### src/rtl/tracker_arb_pkg.sv
// Shared types and the round-robin pick helper for the tracker input arbiter.
package tracker_arb_pkg;

    typedef enum logic [1:0] {
        S_IDLE  = 2'd0,
        S_ISSUE = 2'd1,
        S_PAUSE = 2'd2
    } arb_state_t;

    localparam int unsigned MAX_CHAN = 32;

    // First set bit of mask at or after ptr, scanning modulo n. Returns ptr when mask is empty.
    function automatic int unsigned rr_pick(
        input logic [MAX_CHAN-1:0] mask,
        input int unsigned         ptr,
        input int unsigned         n
    );
        int unsigned g;
        logic        found;
        g     = ptr;
        found = 1'b0;
        for (int unsigned k = 0; k < MAX_CHAN; k++) begin
            if (k < n && !found) begin
                int unsigned idx;
                idx = (ptr + k) % n;
                if (mask[idx]) begin
                    g     = idx;
                    found = 1'b1;
                end
            end
        end
        return g;
    endfunction

endpackage

### src/rtl/tracker_input_arbiter_sample_queue.sv
// Per-channel sample FIFO: writes only when not full, combinational read data.
module sample_queue #(
    parameter int ADDR_SIZE = 33,
    parameter int QDEPTH    = 8
) (
    input  logic                 clk,
    input  logic                 rstn,
    input  logic                 push,
    input  logic [ADDR_SIZE-1:0] push_data,
    input  logic                 pop,
    output logic [ADDR_SIZE-1:0] pop_data,
    output logic                 full,
    output logic                 empty
);
    localparam int PW = $clog2(QDEPTH) + 1;

    logic [ADDR_SIZE-1:0] mem [QDEPTH];
    logic [PW-1:0]        wr_ptr;
    logic [PW-1:0]        rd_ptr;

    // Extra pointer MSB distinguishes full from empty when the index bits match.
    assign full     = (wr_ptr[PW-1] != rd_ptr[PW-1]) && (wr_ptr[PW-2:0] == rd_ptr[PW-2:0]);
    assign empty    = (wr_ptr == rd_ptr);
    assign pop_data = mem[rd_ptr[PW-2:0]];

    always_ff @(posedge clk or negedge rstn) begin
        if (!rstn) begin
            wr_ptr <= '0;
            rd_ptr <= '0;
        end else begin
            if (push && !full) wr_ptr <= wr_ptr + PW'(1);
            if (pop && !empty) rd_ptr <= rd_ptr + PW'(1);
        end
    end

    always_ff @(posedge clk) begin
        if (push && !full) mem[wr_ptr[PW-2:0]] <= push_data;
    end

endmodule

### src/rtl/tracker_input_arbiter.sv
// Round-robin merge of per-channel sampled read addresses onto the single tracker input port.
//   state   | meaning
//   S_IDLE  | nothing held, all queues empty
//   S_ISSUE | output held or loadable from a non-empty queue
//   S_PAUSE | tracker busy with a query, no new loads
module tracker_input_arbiter
    import tracker_arb_pkg::*;
#(
    parameter int ADDR_SIZE = 33,
    parameter int NUM_CHAN  = 2,
    parameter int QDEPTH    = 8,
    parameter int CNT_W     = 16
) (
    input  logic                          clk,
    input  logic                          rstn,
    input  logic [NUM_CHAN-1:0]           ch_addr_valid,
    input  logic [NUM_CHAN*ADDR_SIZE-1:0] ch_addr,
    output logic                          out_addr_valid,
    output logic [ADDR_SIZE-1:0]          out_addr,
    input  logic                          out_addr_ready,
    input  logic                          pause,
    input  logic                          clr_cnt,
    output logic [NUM_CHAN-1:0]           q_full,
    output logic [NUM_CHAN*CNT_W-1:0]     drop_cnt
);
    localparam int CW = $clog2(NUM_CHAN);

    logic [NUM_CHAN-1:0]  q_empty;
    logic [NUM_CHAN-1:0]  q_full_i;
    logic [NUM_CHAN-1:0]  pop;
    logic [ADDR_SIZE-1:0] q_data [NUM_CHAN];
    logic [CNT_W-1:0]     cnt    [NUM_CHAN];
    logic [MAX_CHAN-1:0]  mask_ext;
    logic [CW-1:0]        rr_ptr;
    logic [CW-1:0]        grant;
    logic                 any_ne;
    logic                 out_free;
    logic                 load;
    arb_state_t           state;

    assign q_full = q_full_i;

    for (genvar i = 0; i < NUM_CHAN; i++) begin : g_chan
        sample_queue #(
            .ADDR_SIZE (ADDR_SIZE),
            .QDEPTH    (QDEPTH)
        ) u_queue (
            .clk       (clk),
            .rstn      (rstn),
            .push      (ch_addr_valid[i]),
            .push_data (ch_addr[i*ADDR_SIZE +: ADDR_SIZE]),
            .pop       (pop[i]),
            .pop_data  (q_data[i]),
            .full      (q_full_i[i]),
            .empty     (q_empty[i])
        );

        // Drops are judged on the registered full flag, so a same-cycle pop does not rescue a push.
        always_ff @(posedge clk or negedge rstn) begin
            if (!rstn) begin
                cnt[i] <= '0;
            end else if (clr_cnt) begin
                cnt[i] <= '0;
            end else if (ch_addr_valid[i] && q_full_i[i] && (cnt[i] != '1)) begin
                cnt[i] <= cnt[i] + CNT_W'(1);
            end
        end

        assign drop_cnt[i*CNT_W +: CNT_W] = cnt[i];
    end

    always_comb begin
        mask_ext                 = '0;
        mask_ext[NUM_CHAN-1:0]   = ~q_empty;
        any_ne                   = |(~q_empty);
        out_free                 = !out_addr_valid || out_addr_ready;
        load                     = out_free && !pause && any_ne;
        grant                    = CW'(rr_pick(mask_ext, 32'(rr_ptr), NUM_CHAN));
        pop                      = '0;
        if (load) pop[grant]     = 1'b1;
    end

    always_ff @(posedge clk or negedge rstn) begin
        if (!rstn) begin
            out_addr_valid <= 1'b0;
            out_addr       <= '0;
            rr_ptr         <= '0;
        end else if (load) begin
            out_addr_valid <= 1'b1;
            out_addr       <= q_data[grant];
            rr_ptr         <= (grant == CW'(NUM_CHAN - 1)) ? '0 : grant + CW'(1);
        end else if (out_addr_valid && out_addr_ready) begin
            out_addr_valid <= 1'b0;
        end
    end

    always_ff @(posedge clk or negedge rstn) begin
        if (!rstn) begin
            state <= S_IDLE;
        end else begin
            case (state)
                S_IDLE: begin
                    if (pause)       state <= S_PAUSE;
                    else if (any_ne) state <= S_ISSUE;
                end
                S_ISSUE: begin
                    if (pause && out_free)        state <= S_PAUSE;
                    else if (!any_ne && out_free) state <= S_IDLE;
                end
                S_PAUSE: begin
                    // A held output still counts as work once the pause lifts.
                    if (!pause) state <= (any_ne || out_addr_valid) ? S_ISSUE : S_IDLE;
                end
                default: state <= S_IDLE;
            endcase
        end
    end

endmodule

### config.mk
export PLATFORM = sky130hd
export DESIGN_NAME = tracker_input_arbiter
export DESIGN_NICKNAME = d
export VERILOG_FILES = /design/src/rtl/tracker_arb_pkg.sv /design/src/rtl/tracker_input_arbiter_sample_queue.sv /design/src/rtl/tracker_input_arbiter.sv
export SDC_FILE = /design/constraint.sdc
export NUM_CORES = 1
export LEC_CHECK = 0
export BUFFER_PORTS_ARGS = -buffer_cell sky130_fd_sc_hd__buf_2
export CAP_MARGIN = 20
export CORE_MARGIN = 1.5
export CORE_UTILIZATION = 65
export DETAILED_ROUTE_END_ITERATION = 6
export GPL_ROUTABILITY_DRIVEN = 1
export PLACE_DENSITY = 0.84
export SLEW_MARGIN = 20
export SYNTH_ARGS = -nofsm -noshare
export SYNTH_HDL_FRONTEND = slang
export SYNTH_SLANG_ARGS = --single-unit
### constraint.sdc
create_clock -name clk -period 7.5 [get_ports clk]
set_input_delay 1.5 -clock clk [delete_from_list [all_inputs] [get_ports clk]]
set_output_delay 1.5 -clock clk [all_outputs]
set_load 0.03 [all_outputs]
Yosys cells after proc, flatten, opt, wreduce, memory -nomap -nowiden
Memories as Yosys holds them, arrays and structs flattened. Index checks and enable logic that the tools add are counted.

Bits of input ports: 73. Output and inout bits: 68. Logic and storage cells: 83. Bits in registers: 83. Memories: 2. Memory bits (writable): 528.

Memory list: g_chan[0].u_queue.mem (words 8, width 33, rd ports 1, clocked after memory_dff 0, wr ports 1, line tracker_input_arbiter_sample_queue.sv:17) `logic [ADDR_SIZE-1:0] mem [QDEPTH];`; g_chan[1].u_queue.mem (words 8, width 33, rd ports 1, clocked after memory_dff 0, wr ports 1, line tracker_input_arbiter_sample_queue.sv:17).

Mux-type cells: 24. $add $sub $neg: 8. Reductions and logical operators: 25. Order comparisons: 5. Bitwise gates (word level): 2. Eq/ne operators: 8.

Operator list (count): $mux W33 (3); $mux W16 (4); $add A16 B1 Y16 const B (2); $ne A16 B16 Y1 const B (2); $add A4 B1 Y4 const B (4); $mux W1 (15); $logic_and A1 B1 Y1 (14); $lt A1 B6 Y1 const B (2); $eq A4 B4 Y1 (2); $eq A3 B3 Y1 (2); $logic_not A1 Y1 (6); $reduce_bool A2 Y1 (3); $add A1 B1 Y1 const B (2); $ge A2 B2 Y1 const B (1); $lt A1 B2 Y1 const B (1); $mux W2 (1); $ne A1 B1 Y1 (2); $not A1 Y2 (1); $not A2 Y2 (1); $reduce_or A2 Y1 (1); $demux W1 S1 (1); $ge A1 B1 Y1 const B (1); $logic_or A1 B1 Y1 (1).

Longest topological paths before layout
Depth after elaboration: 12. Gate-level depth with buffers: 8. Mapped depth without buffers: 6.

Hierarchy
A second synthesis with hierarchy kept.

Cells, all modules: 1239. Area total of the unflattened synthesis: 24503.5 um^2.

Modules (own cells, without submodules): sample_queue (g_chan[1].u_queue) (sequential area each 8127.8 um^2, cells an instance 441, area each 10533.9 um^2, times used 1); sample_queue (g_chan[0].u_queue) (sequential area each 8127.8 um^2, cells an instance 439, area each 10512.6 um^2, times used 1); tracker_input_arbiter (sequential area each 1676.6 um^2, cells an instance 359, area each 3457.1 um^2, times used 1).

Worst setup path after synthesis
No wires, ideal clock.

Kind: input-to-reg. Start: input port ch_addr_valid[0]. End: memory g_chan[0].u_queue.mem[0][0] (enable). Arrival time: 4552 ps. Data required time: 7036 ps. Path buffers: 1. Library setup time: 464 ps. Stages on the path: 4. Slack: 2483 ps. Cells stage by stage: buf_1 -> nor2b_1 -> nand2b_1 -> nor3_1.

Longest elaborated chain between the ends: 3.

Ends and longest elaborated chain: start: declaration (line tracker_input_arbiter.sv:16) `input logic [NUM_CHAN-1:0] ch_addr_valid,`; $logic_and A1 B1 Y1 (line tracker_input_arbiter_sample_queue.sv:37) `if (push && !full) mem[wr_ptr[PW-2:0]] <= push_data;`; $mux W1 (line tracker_input_arbiter_sample_queue.sv:37); $mux W1 (implied by the code) (line tracker_input_arbiter_sample_queue.sv:37); end: declaration (line tracker_input_arbiter_sample_queue.sv:17).

No other way between the ends.

Final worst setup path
Start: register g_chan[0].u_queue.rd_ptr[1]. End: output port q_full[0].

Longest elaborated chain between the ends: 2.

Ends and longest elaborated chain: start: declaration (line tracker_input_arbiter_sample_queue.sv:19) `logic [PW-1:0] rd_ptr;`; start signal: assignment (line tracker_input_arbiter_sample_queue.sv:32) `if (pop && !empty) rd_ptr <= rd_ptr + PW'(1);`; $eq A3 B3 Y1 (line tracker_input_arbiter_sample_queue.sv:22) `assign full = (wr_ptr[PW-1] != rd_ptr[PW-1]) && (wr_ptr[PW-2:0] == rd_ptr[PW-2:0]);`; $logic_and A1 B1 Y1 (line tracker_input_arbiter_sample_queue.sv:22); end: declaration (line tracker_input_arbiter.sv:23) `output logic [NUM_CHAN-1:0] q_full,`.

No other way between the ends.

==> results_dict.tcl <==
set metrics [dict create \
    antenna_found_initial 9 \
    max_freq_mhz 237 \
    p_sw_mw 3.44 \
    rsz0062_at_grt "no" \
    drt_iter0_drc 1421 \
    synth_commonest_cells "edfxtp_1, mux4_2, dfrtp_1, mux2i_1, a22oi_1" \
    port_buffers 140 \
    wl_um 54100 \
    drt_first_pass_iters 5 \
    drc 0 \
    p_sw_share_pct 32.0 \
    synth-seq-cells 611 \
    yosysUniqueCellTypes 50 \
    tightest_slew_ns 1.14 \
    clk_latency_ns 0.61 \
    cts_buffers 57 \
    final_util_pct 75.2 \
    final_hold_viol_count 0 \
    grt_max_degree 71 \
    drv_cap 0 \
    ir_drop_uv 310 \
    ant_nets 0 \
    wl_per_cell_um 28.1 \
    stdcell_count 1927 \
    post_cts_buffers 0 \
    tns_ns 0 \
    finalSetupViolations 0 \
    async_reset_ff_share_pct 13.6 \
    grt_pass1_vias 12800 \
    dieWidth_um 195 \
    maxSlewHeadroom_pct 24.2 \
    ys_warn_count 0 \
    grt_overflow 0 \
    fin_hold_ws_ns 0.499 \
    synth_top_cell_by_area "edfxtp_1" \
    synthesis.area_mm2 0.0240 \
    die_h_um 195 \
    clock_path_buffers 3 \
    drive_above_1_share_pct 29.1 \
    slowest_stage "dfrtp_4" \
    boundaryPins 141 \
    power.leakage_nw 9.53 \
    synth_area_leaders "edfxtp_1, mux4_2, dfrtp_1" \
    share_comb_of_total_power_pct 28.1 \
    synth-edff-count 528 \
    clkPwrFrac_pct 28.0 \
    grt_use_total_pct 28.0 \
    synthMostInstantiatedCell "edfxtp_1" \
    critPathLaunchType "register" \
    synth_top_area_share_pct 66.2 \
    htree_num_levels 2 \
    avgSynthCellArea_um2 19.2 \
    initial_core_util_pct 65.8 \
    cp.required_ns 6.00 \
    cp.arrival_ns 2.72 \
    cts-resized-gates 0 \
    crit_path_max_fanout 41 \
    num_rows 70 \
    path_delay_family "flip-flops" \
    path_clk_slew_ns 0.07 \
    synth_ff_type "edfxtp_1" \
    cts_tree "done" \
    worstSetupEndpointType "output pin" \
    power_density_mw_per_mm2 393 \
    gp_congestion 0.897 \
    finalCritPeriodShare_pct 56.3 \
    seq_power_share_pct 43.9 \
    clock_sinks 611 \
    slowest_delay_ns 0.89 \
    slew_viol_final 0 \
    yosysSeqAreaShare_pct 74.8 \
    status "finished, final reports clean" \
    hold_buffers 0 \
    intPower_mw 7.32 \
    nets 1482 \
    clock-skew-final_ns 0.0170 \
    fin_crit_ns 4.22 \
    worstSetupPathType "register to output pin" \
    coreArea_mm2 0.0364 \
    synth_nets 1326 \
    dp.cells 1803 \
    crit_buf_inv 1 \
    syn2layout_area_growth_pct 14.3 \
    die-area_mm2 0.0380 \
    drt-vias-per-instance 6.71 \
    grt_pass1_wl_um 78500 \
    vias 12900 \
    power_mw 10.8 \
    syn_inst 1247 \
    dp_hpwl_um 28600 \
    hold_class "register to register" \
    crit_chain "xor2_1, nor4_4, buf_2" \
    clockRootBuffer "clkbuf_16" \
]
==> power groups by stage <==
stage / clock (mW) / sequential, mW / combinational [mW]
after floorplan: 0 / 4.71 / 2.02
after global placement: 0 / 4.71 / 2.78
after detailed placement: 0 / 4.75 / 2.89
after CTS: 3.03 / 4.72 / 2.95
after global routing: 3.15 / 4.77 / 3.18
final: 3.01 / 4.72 / 3.02
==> final cells by class <==
| type | instances | area (µm²) |
|---|---|---|
| Antenna cell | 8 | 20.0 |
| Clock buffer | 78 | 1670 |
| Clock inverter | 29 | 312 |
| Fill cell | 1945 | 9040 |
| Inverter | 6 | 22.5 |
| Multi-Input combinational cell | 559 | 5770 |
| Sequential cell | 611 | 17900 |
| Tap cell | 468 | 586 |
| Timing Repair Buffer | 168 | 1080 |
==> routing by layer <==
metal	up-vias	GRT usage, %	share of wire (%)
li1	5406	-	-
met1	6652	37.8	37
met2	746	46.1	51
met3	121	5.06	8.3
met4	4	11.7	3.6
met5	-	0	0.043
==> per-stage QoR <==
stage          setup slack, ns  instance area, µm²
4_1_cts                   3.26               27200
5_1_grt                   3.13               27400
6_report                  3.28               27400
2_1_floorplan             2.48               24000
3_3_place_gp              3.74               25100
3_5_place_dp              3.67               25200
==> registers in the layout (all words and copies together), names as in the netlist <==
name	flops
drop_cnt	32
g_chan.u_queue.mem	528
g_chan.u_queue.rd_ptr	8
g_chan.u_queue.wr_ptr	8
out_addr	33
out_addr_valid	1
rr_ptr	1
==> logic make-up after synthesis <==
group                    count (synthesis)  share of synthesized area (%)
flip-flops                             611                           74.8
multiplexers                           207                           14.0
AND/OR/NAND/NOR                        171                           3.89
AO/OA/AOI/OAI                          149                           4.48
buffers and inverters                   77                           1.47
XOR/XNOR                                26                          0.982
adder cells (fa/ha/maj)                  6                          0.313
==> layout by cell type, fill, tap and decap left out, drive strengths merged, types with 2 or more instances in the layout <==
cell,n
clkinvlp,3
or4,9
o31ai,7
edfxtp,528
mux2i,69
or2,3
and4,2
or4b,2
mux4,99
nand2,54
dfrtp,83
and2,4
nand2b,8
xnor2,9
nor3,7
o211ai,34
nand3,15
ha,6
or3,13
bufinv,6
nor2,22
nand4,15
nor4,5
mux2,39
and3,4
nor2b,7
buf,168
o31a,2
o21ai,12
xor2,17
inv,7
a21oi,20
a22oi,66
clkinv,19
clkbuf,78
diode,8
==> path summary, 6_finish.rpt <==
path                                                    startpoint                                       to  slack, ns  depth (start not counted)
max reg2reg                g_chan[0].u_queue.rd_ptr[1]$_DFFE_PN0P_    g_chan[0].u_queue.mem[0][1]$_DFFE_PP_       4.08                          6
max                        g_chan[0].u_queue.rd_ptr[1]$_DFFE_PN0P_                                q_full[0]       3.28                          3
min                        g_chan[0].u_queue.wr_ptr[3]$_DFFE_PN0P_  g_chan[0].u_queue.wr_ptr[3]$_DFFE_PN0P_       0.50                          1
min reg2reg                g_chan[0].u_queue.wr_ptr[3]$_DFFE_PN0P_  g_chan[0].u_queue.wr_ptr[3]$_DFFE_PN0P_       0.50                          1
max in group asynchronous                                     rstn  g_chan[1].u_queue.rd_ptr[1]$_DFFE_PN0P_       5.53                          2
min in group asynchronous                                     rstn                 drop_cnt[23]$_DFFE_PN0P_       0.73                          1
Note: power is estimated with default switching activity, not from simulation.
